===== src/rtl/gate_drive_guard_if.sv =====
// Request/drive bundle between the discharge controller and the gate-drive guard.
interface gate_drive_guard_if;
   logic [1:0] req_buck1;
   logic [1:0] req_buck2;
   logic [1:0] req_res1;
   logic [1:0] req_res2;
   logic       req_deion;
   logic       ext_fault;
   logic       fault_clr;
   logic [1:0] gate_buck1;
   logic [1:0] gate_buck2;
   logic [1:0] gate_res1;
   logic [1:0] gate_res2;
   logic       gate_deion;
   logic       fault;
   logic [2:0] fault_cause;
   logic [3:0] fault_leg;
   logic [3:0] dead_stall;

   modport master (
      output req_buck1, req_buck2, req_res1, req_res2, req_deion, ext_fault, fault_clr,
      input  gate_buck1, gate_buck2, gate_res1, gate_res2, gate_deion,
      input  fault, fault_cause, fault_leg, dead_stall
   );

   modport slave (
      input  req_buck1, req_buck2, req_res1, req_res2, req_deion, ext_fault, fault_clr,
      output gate_buck1, gate_buck2, gate_res1, gate_res2, gate_deion,
      output fault, fault_cause, fault_leg, dead_stall
   );
endinterface


===== src/rtl/gate_drive_guard.sv =====
// Shoot-through / dead-time guard for four half-bridge legs plus the de-ion switch, with fault latch.
// Optional per-leg high-side on-time watchdog is enabled by defining GATE_ON_WATCHDOG_EN.
module gate_drive_guard #(
   parameter int unsigned      CNT_W       = 16,
   parameter logic [CNT_W-1:0] DEAD_TIME   = 16'd10,
   parameter logic [31:0]      MAX_ON_TIME = 32'd10000
) (
   input logic               clk,
   input logic               rst_n,
   gate_drive_guard_if.slave bus
);

   typedef enum logic [1:0] {
      ST_OFF   = 2'b00,
      ST_UP    = 2'b01,
      ST_DN    = 2'b10,
      ST_FAULT = 2'b11
   } leg_state_e;

   typedef enum logic [1:0] {
      LAST_NONE = 2'b00,
      LAST_UP   = 2'b01,
      LAST_DN   = 2'b10
   } last_on_e;

   localparam logic [1:0]       REQ_OFF = 2'b00;
   localparam logic [1:0]       REQ_UP  = 2'b10;
   localparam logic [1:0]       REQ_DN  = 2'b01;
   localparam logic [1:0]       REQ_BAD = 2'b11;
   localparam logic [CNT_W-1:0] CNT_ONE = {{(CNT_W-1){1'b0}}, 1'b1};

   logic [1:0]       req_s [4];
   leg_state_e       state_r [4];
   leg_state_e       state_next_s [4];
   logic [CNT_W-1:0] off_cnt_r [4];
   logic [CNT_W-1:0] off_cnt_next_s [4];
   last_on_e         last_on_r [4];
   last_on_e         last_on_next_s [4];
   logic [1:0]       gate_r [4];
   logic [1:0]       gate_next_s [4];
   logic [3:0]       stall_r;
   logic [3:0]       stall_next_s;
   logic [3:0]       illegal_s;
   logic [3:0]       wd_hit_s;
   logic [3:0]       fault_leg_r;
   logic [3:0]       fault_leg_next_s;
   logic [2:0]       fault_cause_r;
   logic [2:0]       fault_cause_next_s;
   logic             fault_r;
   logic             fault_next_s;
   logic             set_any_s;
   logic             clr_ok_s;
   logic             req_idle_s;
   logic             deion_r;
   logic             deion_next_s;

   // Gather leg requests into an indexable array, order {res2,res1,buck2,buck1}
   always_comb begin
      req_s[0] = bus.req_buck1;
      req_s[1] = bus.req_buck2;
      req_s[2] = bus.req_res1;
      req_s[3] = bus.req_res2;
   end

`ifdef GATE_ON_WATCHDOG_EN
   logic [31:0] wd_cnt_r [4];

   // Watchdog trips once a leg has spent MAX_ON_TIME consecutive cycles in UP
   always_comb begin
      wd_hit_s = 4'b0000;
      for (int i = 0; i < 4; i++) begin
         wd_hit_s[i] = (state_r[i] == ST_UP) && (wd_cnt_r[i] >= MAX_ON_TIME);
      end
   end

   // Consecutive on-time counters, cleared whenever the leg leaves UP
   always_ff @(posedge clk or negedge rst_n) begin
      if (!rst_n) begin
         for (int i = 0; i < 4; i++) begin
            wd_cnt_r[i] <= 32'd0;
         end
      end else begin
         for (int i = 0; i < 4; i++) begin
            wd_cnt_r[i] <= (state_next_s[i] == ST_UP) ? (wd_cnt_r[i] + 32'd1) : 32'd0;
         end
      end
   end
`else
   logic unused_max_on_s;

   assign wd_hit_s        = 4'b0000;
   assign unused_max_on_s = ^MAX_ON_TIME;
`endif

   // Fault latch: set beats clear; a clear needs every request idle and no trip present
   always_comb begin
      illegal_s = 4'b0000;
      for (int i = 0; i < 4; i++) begin
         illegal_s[i] = (req_s[i] == REQ_BAD);
      end
      req_idle_s   = (req_s[0] == REQ_OFF) && (req_s[1] == REQ_OFF) &&
                     (req_s[2] == REQ_OFF) && (req_s[3] == REQ_OFF) && !bus.req_deion;
      set_any_s    = (|illegal_s) || bus.ext_fault || (|wd_hit_s);
      clr_ok_s     = fault_r && bus.fault_clr && !bus.ext_fault && req_idle_s;
      fault_next_s = set_any_s || (fault_r && !clr_ok_s);
      if (set_any_s) begin
         fault_cause_next_s = fault_cause_r | {(|wd_hit_s), bus.ext_fault, (|illegal_s)};
         fault_leg_next_s   = fault_leg_r | illegal_s | wd_hit_s;
      end else if (clr_ok_s) begin
         fault_cause_next_s = 3'b000;
         fault_leg_next_s   = 4'b0000;
      end else begin
         fault_cause_next_s = fault_cause_r;
         fault_leg_next_s   = fault_leg_r;
      end
   end

   // Per-leg next state: dead-time gating in OFF, same-switch re-enable allowed via last_on
   always_comb begin
      stall_next_s = 4'b0000;
      for (int i = 0; i < 4; i++) begin
         state_next_s[i]   = state_r[i];
         off_cnt_next_s[i] = off_cnt_r[i];
         last_on_next_s[i] = last_on_r[i];
         gate_next_s[i]    = REQ_OFF;
         if (fault_next_s) begin
            state_next_s[i]   = ST_FAULT;
            off_cnt_next_s[i] = {CNT_W{1'b0}};
            last_on_next_s[i] = LAST_NONE;
         end else begin
            case (state_r[i])
               ST_OFF: begin
                  off_cnt_next_s[i] = (off_cnt_r[i] >= DEAD_TIME) ? off_cnt_r[i]
                                                                  : (off_cnt_r[i] + CNT_ONE);
                  if ((req_s[i] == REQ_UP) &&
                      ((off_cnt_r[i] >= DEAD_TIME) || (last_on_r[i] == LAST_UP))) begin
                     state_next_s[i] = ST_UP;
                     gate_next_s[i]  = REQ_UP;
                  end else if ((req_s[i] == REQ_DN) &&
                               ((off_cnt_r[i] >= DEAD_TIME) || (last_on_r[i] == LAST_DN))) begin
                     state_next_s[i] = ST_DN;
                     gate_next_s[i]  = REQ_DN;
                  end else if (req_s[i] != REQ_OFF) begin
                     stall_next_s[i] = 1'b1;
                  end else begin
                     stall_next_s[i] = 1'b0;
                  end
               end
               ST_UP: begin
                  if (req_s[i] == REQ_UP) begin
                     gate_next_s[i] = REQ_UP;
                  end else begin
                     state_next_s[i]   = ST_OFF;
                     off_cnt_next_s[i] = {CNT_W{1'b0}};
                     last_on_next_s[i] = LAST_UP;
                  end
               end
               ST_DN: begin
                  if (req_s[i] == REQ_DN) begin
                     gate_next_s[i] = REQ_DN;
                  end else begin
                     state_next_s[i]   = ST_OFF;
                     off_cnt_next_s[i] = {CNT_W{1'b0}};
                     last_on_next_s[i] = LAST_DN;
                  end
               end
               ST_FAULT: begin
                  state_next_s[i]   = ST_OFF;
                  off_cnt_next_s[i] = {CNT_W{1'b0}};
                  last_on_next_s[i] = LAST_NONE;
               end
               default: begin
                  state_next_s[i]   = ST_OFF;
                  off_cnt_next_s[i] = {CNT_W{1'b0}};
                  last_on_next_s[i] = LAST_NONE;
               end
            endcase
         end
      end
      deion_next_s = bus.req_deion && !fault_next_s &&
                     (gate_next_s[0] == REQ_OFF) && (gate_next_s[1] == REQ_OFF);
   end

   // State and registered outputs
   always_ff @(posedge clk or negedge rst_n) begin
      if (!rst_n) begin
         for (int i = 0; i < 4; i++) begin
            state_r[i]   <= ST_OFF;
            off_cnt_r[i] <= {CNT_W{1'b0}};
            last_on_r[i] <= LAST_NONE;
            gate_r[i]    <= 2'b00;
         end
         stall_r       <= 4'b0000;
         deion_r       <= 1'b0;
         fault_r       <= 1'b0;
         fault_cause_r <= 3'b000;
         fault_leg_r   <= 4'b0000;
      end else begin
         for (int i = 0; i < 4; i++) begin
            state_r[i]   <= state_next_s[i];
            off_cnt_r[i] <= off_cnt_next_s[i];
            last_on_r[i] <= last_on_next_s[i];
            gate_r[i]    <= gate_next_s[i];
         end
         stall_r       <= stall_next_s;
         deion_r       <= deion_next_s;
         fault_r       <= fault_next_s;
         fault_cause_r <= fault_cause_next_s;
         fault_leg_r   <= fault_leg_next_s;
      end
   end

   assign bus.gate_buck1  = gate_r[0];
   assign bus.gate_buck2  = gate_r[1];
   assign bus.gate_res1   = gate_r[2];
   assign bus.gate_res2   = gate_r[3];
   assign bus.gate_deion  = deion_r;
   assign bus.fault       = fault_r;
   assign bus.fault_cause = fault_cause_r;
   assign bus.fault_leg   = fault_leg_r;
   assign bus.dead_stall  = stall_r;

endmodule

===== src/flat_wrapper.sv =====
// flat-port wrapper written by rule: the top's interface ports become plain ports
module gate_drive_guard_flat 
#(
   parameter int unsigned      CNT_W       = 16,
   parameter logic [CNT_W-1:0] DEAD_TIME   = 16'd10,
   parameter logic [31:0]      MAX_ON_TIME = 32'd10000
)
  (clk, rst_n, bus_req_buck1, bus_req_buck2, bus_req_res1, bus_req_res2, bus_req_deion, bus_ext_fault, bus_fault_clr, bus_gate_buck1, bus_gate_buck2, bus_gate_res1, bus_gate_res2, bus_gate_deion, bus_fault, bus_fault_cause, bus_fault_leg, bus_dead_stall);
  gate_drive_guard_if bus_i ();
  input logic clk;
  input logic rst_n;
  input wire logic [$bits(bus_i.req_buck1)-1:0] bus_req_buck1;
  input wire logic [$bits(bus_i.req_buck2)-1:0] bus_req_buck2;
  input wire logic [$bits(bus_i.req_res1)-1:0] bus_req_res1;
  input wire logic [$bits(bus_i.req_res2)-1:0] bus_req_res2;
  input wire logic [$bits(bus_i.req_deion)-1:0] bus_req_deion;
  input wire logic [$bits(bus_i.ext_fault)-1:0] bus_ext_fault;
  input wire logic [$bits(bus_i.fault_clr)-1:0] bus_fault_clr;
  output wire logic [$bits(bus_i.gate_buck1)-1:0] bus_gate_buck1;
  output wire logic [$bits(bus_i.gate_buck2)-1:0] bus_gate_buck2;
  output wire logic [$bits(bus_i.gate_res1)-1:0] bus_gate_res1;
  output wire logic [$bits(bus_i.gate_res2)-1:0] bus_gate_res2;
  output wire logic [$bits(bus_i.gate_deion)-1:0] bus_gate_deion;
  output wire logic [$bits(bus_i.fault)-1:0] bus_fault;
  output wire logic [$bits(bus_i.fault_cause)-1:0] bus_fault_cause;
  output wire logic [$bits(bus_i.fault_leg)-1:0] bus_fault_leg;
  output wire logic [$bits(bus_i.dead_stall)-1:0] bus_dead_stall;
  assign bus_i.req_buck1 = bus_req_buck1;
  assign bus_i.req_buck2 = bus_req_buck2;
  assign bus_i.req_res1 = bus_req_res1;
  assign bus_i.req_res2 = bus_req_res2;
  assign bus_i.req_deion = bus_req_deion;
  assign bus_i.ext_fault = bus_ext_fault;
  assign bus_i.fault_clr = bus_fault_clr;
  assign bus_gate_buck1 = bus_i.gate_buck1;
  assign bus_gate_buck2 = bus_i.gate_buck2;
  assign bus_gate_res1 = bus_i.gate_res1;
  assign bus_gate_res2 = bus_i.gate_res2;
  assign bus_gate_deion = bus_i.gate_deion;
  assign bus_fault = bus_i.fault;
  assign bus_fault_cause = bus_i.fault_cause;
  assign bus_fault_leg = bus_i.fault_leg;
  assign bus_dead_stall = bus_i.dead_stall;
  gate_drive_guard #(.CNT_W(CNT_W), .DEAD_TIME(DEAD_TIME), .MAX_ON_TIME(MAX_ON_TIME)) u_core (.clk(clk), .rst_n(rst_n), .bus(bus_i));
endmodule

===== config.mk =====
export PLATFORM = sky130hd
export DESIGN_NAME = gate_drive_guard_flat
export DESIGN_NICKNAME = d
export VERILOG_FILES = /design/src/rtl/gate_drive_guard_if.sv /design/src/rtl/gate_drive_guard.sv /design/src/flat_wrapper.sv
export SDC_FILE = /design/constraint.sdc
export NUM_CORES = 1
export LEC_CHECK = 0
export ABC_AREA = 1
export CAP_MARGIN = 25
export CORE_MARGIN = 2
export CORE_UTILIZATION = 59
export DETAILED_ROUTE_END_ITERATION = 12
export PLACE_DENSITY = 0.8
export SYNTH_ARGS = -nofsm -noshare
export SYNTH_HDL_FRONTEND = slang
export SYNTH_SLANG_ARGS = --single-unit

===== constraint.sdc =====
create_clock -name clk -period 1.6 [get_ports clk]
set_input_delay 0.16 -clock clk [delete_from_list [all_inputs] [get_ports clk]]
set_output_delay 0.16 -clock clk [all_outputs]
set_load 0.02 [all_outputs]

==> flow_summary.ini <==
[route]
viasPerCell = 5.16
ant_nets = 0
routedWlPerCell_um = 13.8
drc = 0
drt_wl_total_um = 10900
drt_first_pass_iters = 5
drt_first_iter_violations = 260
route.vias.total = 4057

[critical_path]
reg2reg_slack_ns = -0.03
cp.required_ns = 1.89
crit_path_end_kind = register
start_kind = register
slowest_delay_ns = 0.42
worstPathCellList = ha_4 > nor2_4 > nand2_2 > nand2_2 > nand3_2 > o21bai_4 > buf_6 > nor2_4 > nand2_1 > o21ai_1
critical-path-top-delay-family = simple AND/OR/NAND/NOR gates
slowest_stage = dfrtp_1
cp.buffers_inverters = 1
cp_data_arrival_time_ns = 1.92
cp_max_fo = 2
worstSetupPathType = reg -> reg

[placed_design]
placed_area_um2 = 5590
dp_slack_ns = -0.437
hpwl_um = 7350
port_buffers = 32
gp_congestion = 0.906

[power_and_ir_drop]
p_int_mw = 3.17
clkPwrFrac = 0.352
combinationalPowerShare = 0.042
powerDensity_nw_per_um2 = 677
p_switching_mw = 0.993
seqPwrFrac = 0.606
total_power_mw = 4.17
leakagePower_nw = 3.22
irDropWorstVdd_mv = 0.709
switching_share = 0.238

[yosys]
synth_adder_area_share = 0.0421
yosysTopAreaCell = dfrtp_1
synth_top_family_by_area = simple AND/OR/NAND/NOR gates
avgSynthCellArea_um2 = 8.29
ys_seq_area_frac = 0.527
ys.flop_type = dfrtp_1
netlist_area_um2 = 4750
syn_inst = 573
synthArstFlopShare = 1.00
synth_nets = 602
netlist_top_cells_area = dfrtp_1 53%, nand2_1 10%, inv_1 8.1%, nor2_1 6.9%, ha_1 4.2%
synth_compound_area_frac = 0.0429
ys_warn_count = 0
synthXorXnorAreaFrac = 0.00369
synth_top_area_frac = 0.527
ys_ff_latch = 100
synth-simple-area-share = 0.285
synth_edf_count = 0
synth_cell_types = 30
synth.area.mux_share = 0

[global_routing]
grtUsageMet2 = 0.418
grt_pass1_wl_um = 17400
grt_busiest_layer = met2
first_global_vias = 3916
use_met3 = 0.0506
antenna_found_initial = 0
grt_usage = 0.249
grt_max_degree = 34
grt.overflow.total = 0
grt_util_met1 = 0.332

[sta]
timing.fmax_mhz = 613
setup_viol = 1
hold_viol = 0
holdWs_ns = 0.109
drv_slew = 0
rsz0062_at_grt = yes
setup_ws_ns = -0.0312
finalCritPeriodShare = 1.02
min_period_ns = 1.63
finClkSkew_ns = 0.00746

[floorplan]
die_w_um = 93.7
dieHeight_um = 93.7
initial_core_util = 0.612
ios = 34
rows = 32
coreArea_um2 = 7770
dieArea_um2 = 8790

[cells_and_area]
fin_util = 0.793
fin_area_um2 = 6160
drive_gt1_frac = 0.259
fillers = 471
diodes = 0
final_cell_mix = 114 x nand2_1, 99 x dfrtp_1, 94 x inv_1
fin_nets = 708
layout_commonest_cell = nand2_1
area_growth_pct = 29.6

[clock_tree]
cts_sinks = 100
clock-root-buffer = clkbuf_8
clkLatencyLatePin_ns = 0.37
htreeDepth = 3
cts_made_buffers = 9
cts_buffer_depth = 2
cts_tree = yes
clk_pin_slew_worst_paths_ns = 0.10

[worst_hold_path]
hp-class = in -> reg

[flow_run]
cap_viol_max_count = 0

[run_status]
failed_checks = setup timing
status = finished with violations
==> worst min-delay path, cell delays in order <==
cell            delay [ns]
dlymetal6s2s_1        0.15
nand2_2               0.08
nand2_1               0.06
==> metal layers <==
layer | share of wire | vias to the layer above
met5 | 0 | -
met2 | 0.52 | 110
met3 | 0.041 | 20
met4 | 0.018 | 0
li1 | - | 1957
met1 | 0.42 | 1970
==> repair_timing <==
item                                   4_1_cts  5_1_grt
resized for setup                           14       83
hold buffers                                 1        0
endpoints found under the hold margin       23        0
cloned                                       0        2
setup endpoints to repair                   41       79
setup buffers                                3        8
pin swaps                                    6       31
==> Yosys cell counts, types with 5 or more instances <==
cell type and instances:
nand2_2 8, a21oi_1 8, nand2_1 128, inv_1 103, o21ai_0 19, buf_6 5, nand4_1 13, dfrtp_1 100
nor2_2 13, or2_2 5, nand3_1 38, ha_1 16, nor2_1 87
==> path summary, 6_finish.rpt <==
| path | depth (start not counted) | startpoint | end |
|---|---|---|---|
| worst max-delay path | 10 | u_core.off_cnt_r[1] | u_core.off_cnt_r[0] |
| worst min-delay path | 3 | bus_req_res1[0] | u_core.bus.fault_leg[2] |
| worst max register to register | 10 | u_core.off_cnt_r[1] | u_core.off_cnt_r[0] |
| worst min register to register | 2 | u_core.off_cnt_r[20] | u_core.off_cnt_r[20] |
| max in group asynchronous | 3 | rst_n | u_core.off_cnt_r[35] |
| min in group asynchronous | 2 | rst_n | u_core.off_cnt_r[13] |
==> cells by family after synthesis <==
group,count (synthesis)
simple gates,305
other cells,1
buf+inv,114
flops,100
xor+xnor,2
fa+ha+maj,16
compound gates,35
==> layout make-up <==
type	count	area (um2)	area share
clock buffer	11	131	0.0213
clock inverter	5	37.5	0.00609
inverter	106	410	0.0666
multi-input combinational	361	2040	0.330
sequential	100	2500	0.406
tap	102	128	0.0207
timing repair buffer	101	913	0.148
==> power by group through the flow <==
| stage | Clock [mW] | Combinational (mW) | Sequential, mW |
|---|---|---|---|
| 6_report | 1.47 | 0.177 | 2.53 |
| 5_1_grt | 1.59 | 0.199 | 2.53 |
| 4_1_cts | 1.48 | 0.179 | 2.53 |
| 3_5_place_dp | 0 | 0.174 | 2.58 |
| 3_3_place_gp | 0 | 0.169 | 2.58 |
| 2_1_floorplan | 0 | 0.0308 | 2.58 |
==> sequential cells by signal, indices dropped and copies added, names as in the netlist <==
signal,cells
u_core.bus.gate_res2,2
u_core.bus.dead_stall,4
u_core.bus.fault_leg,4
u_core.bus.gate_buck1,2
u_core.bus.gate_buck2,2
u_core.bus.gate_deion,1
u_core.bus.fault,1
u_core.off_cnt_r,64
u_core.bus.fault_cause,2
u_core.state_r,8
u_core.bus.gate_res1,2
u_core.last_on_r,8
==> per-stage QoR <==
stage | TNS, ns | cells
final | -0.0312 | 786
after CTS | -0.104 | 776
after detailed placement | -31.68 | 756
after global placement | -25.84 | 756
after floorplan | 0 | 573
after global routing | -1.47 | 786
Power figures use the tool's default switching activity.
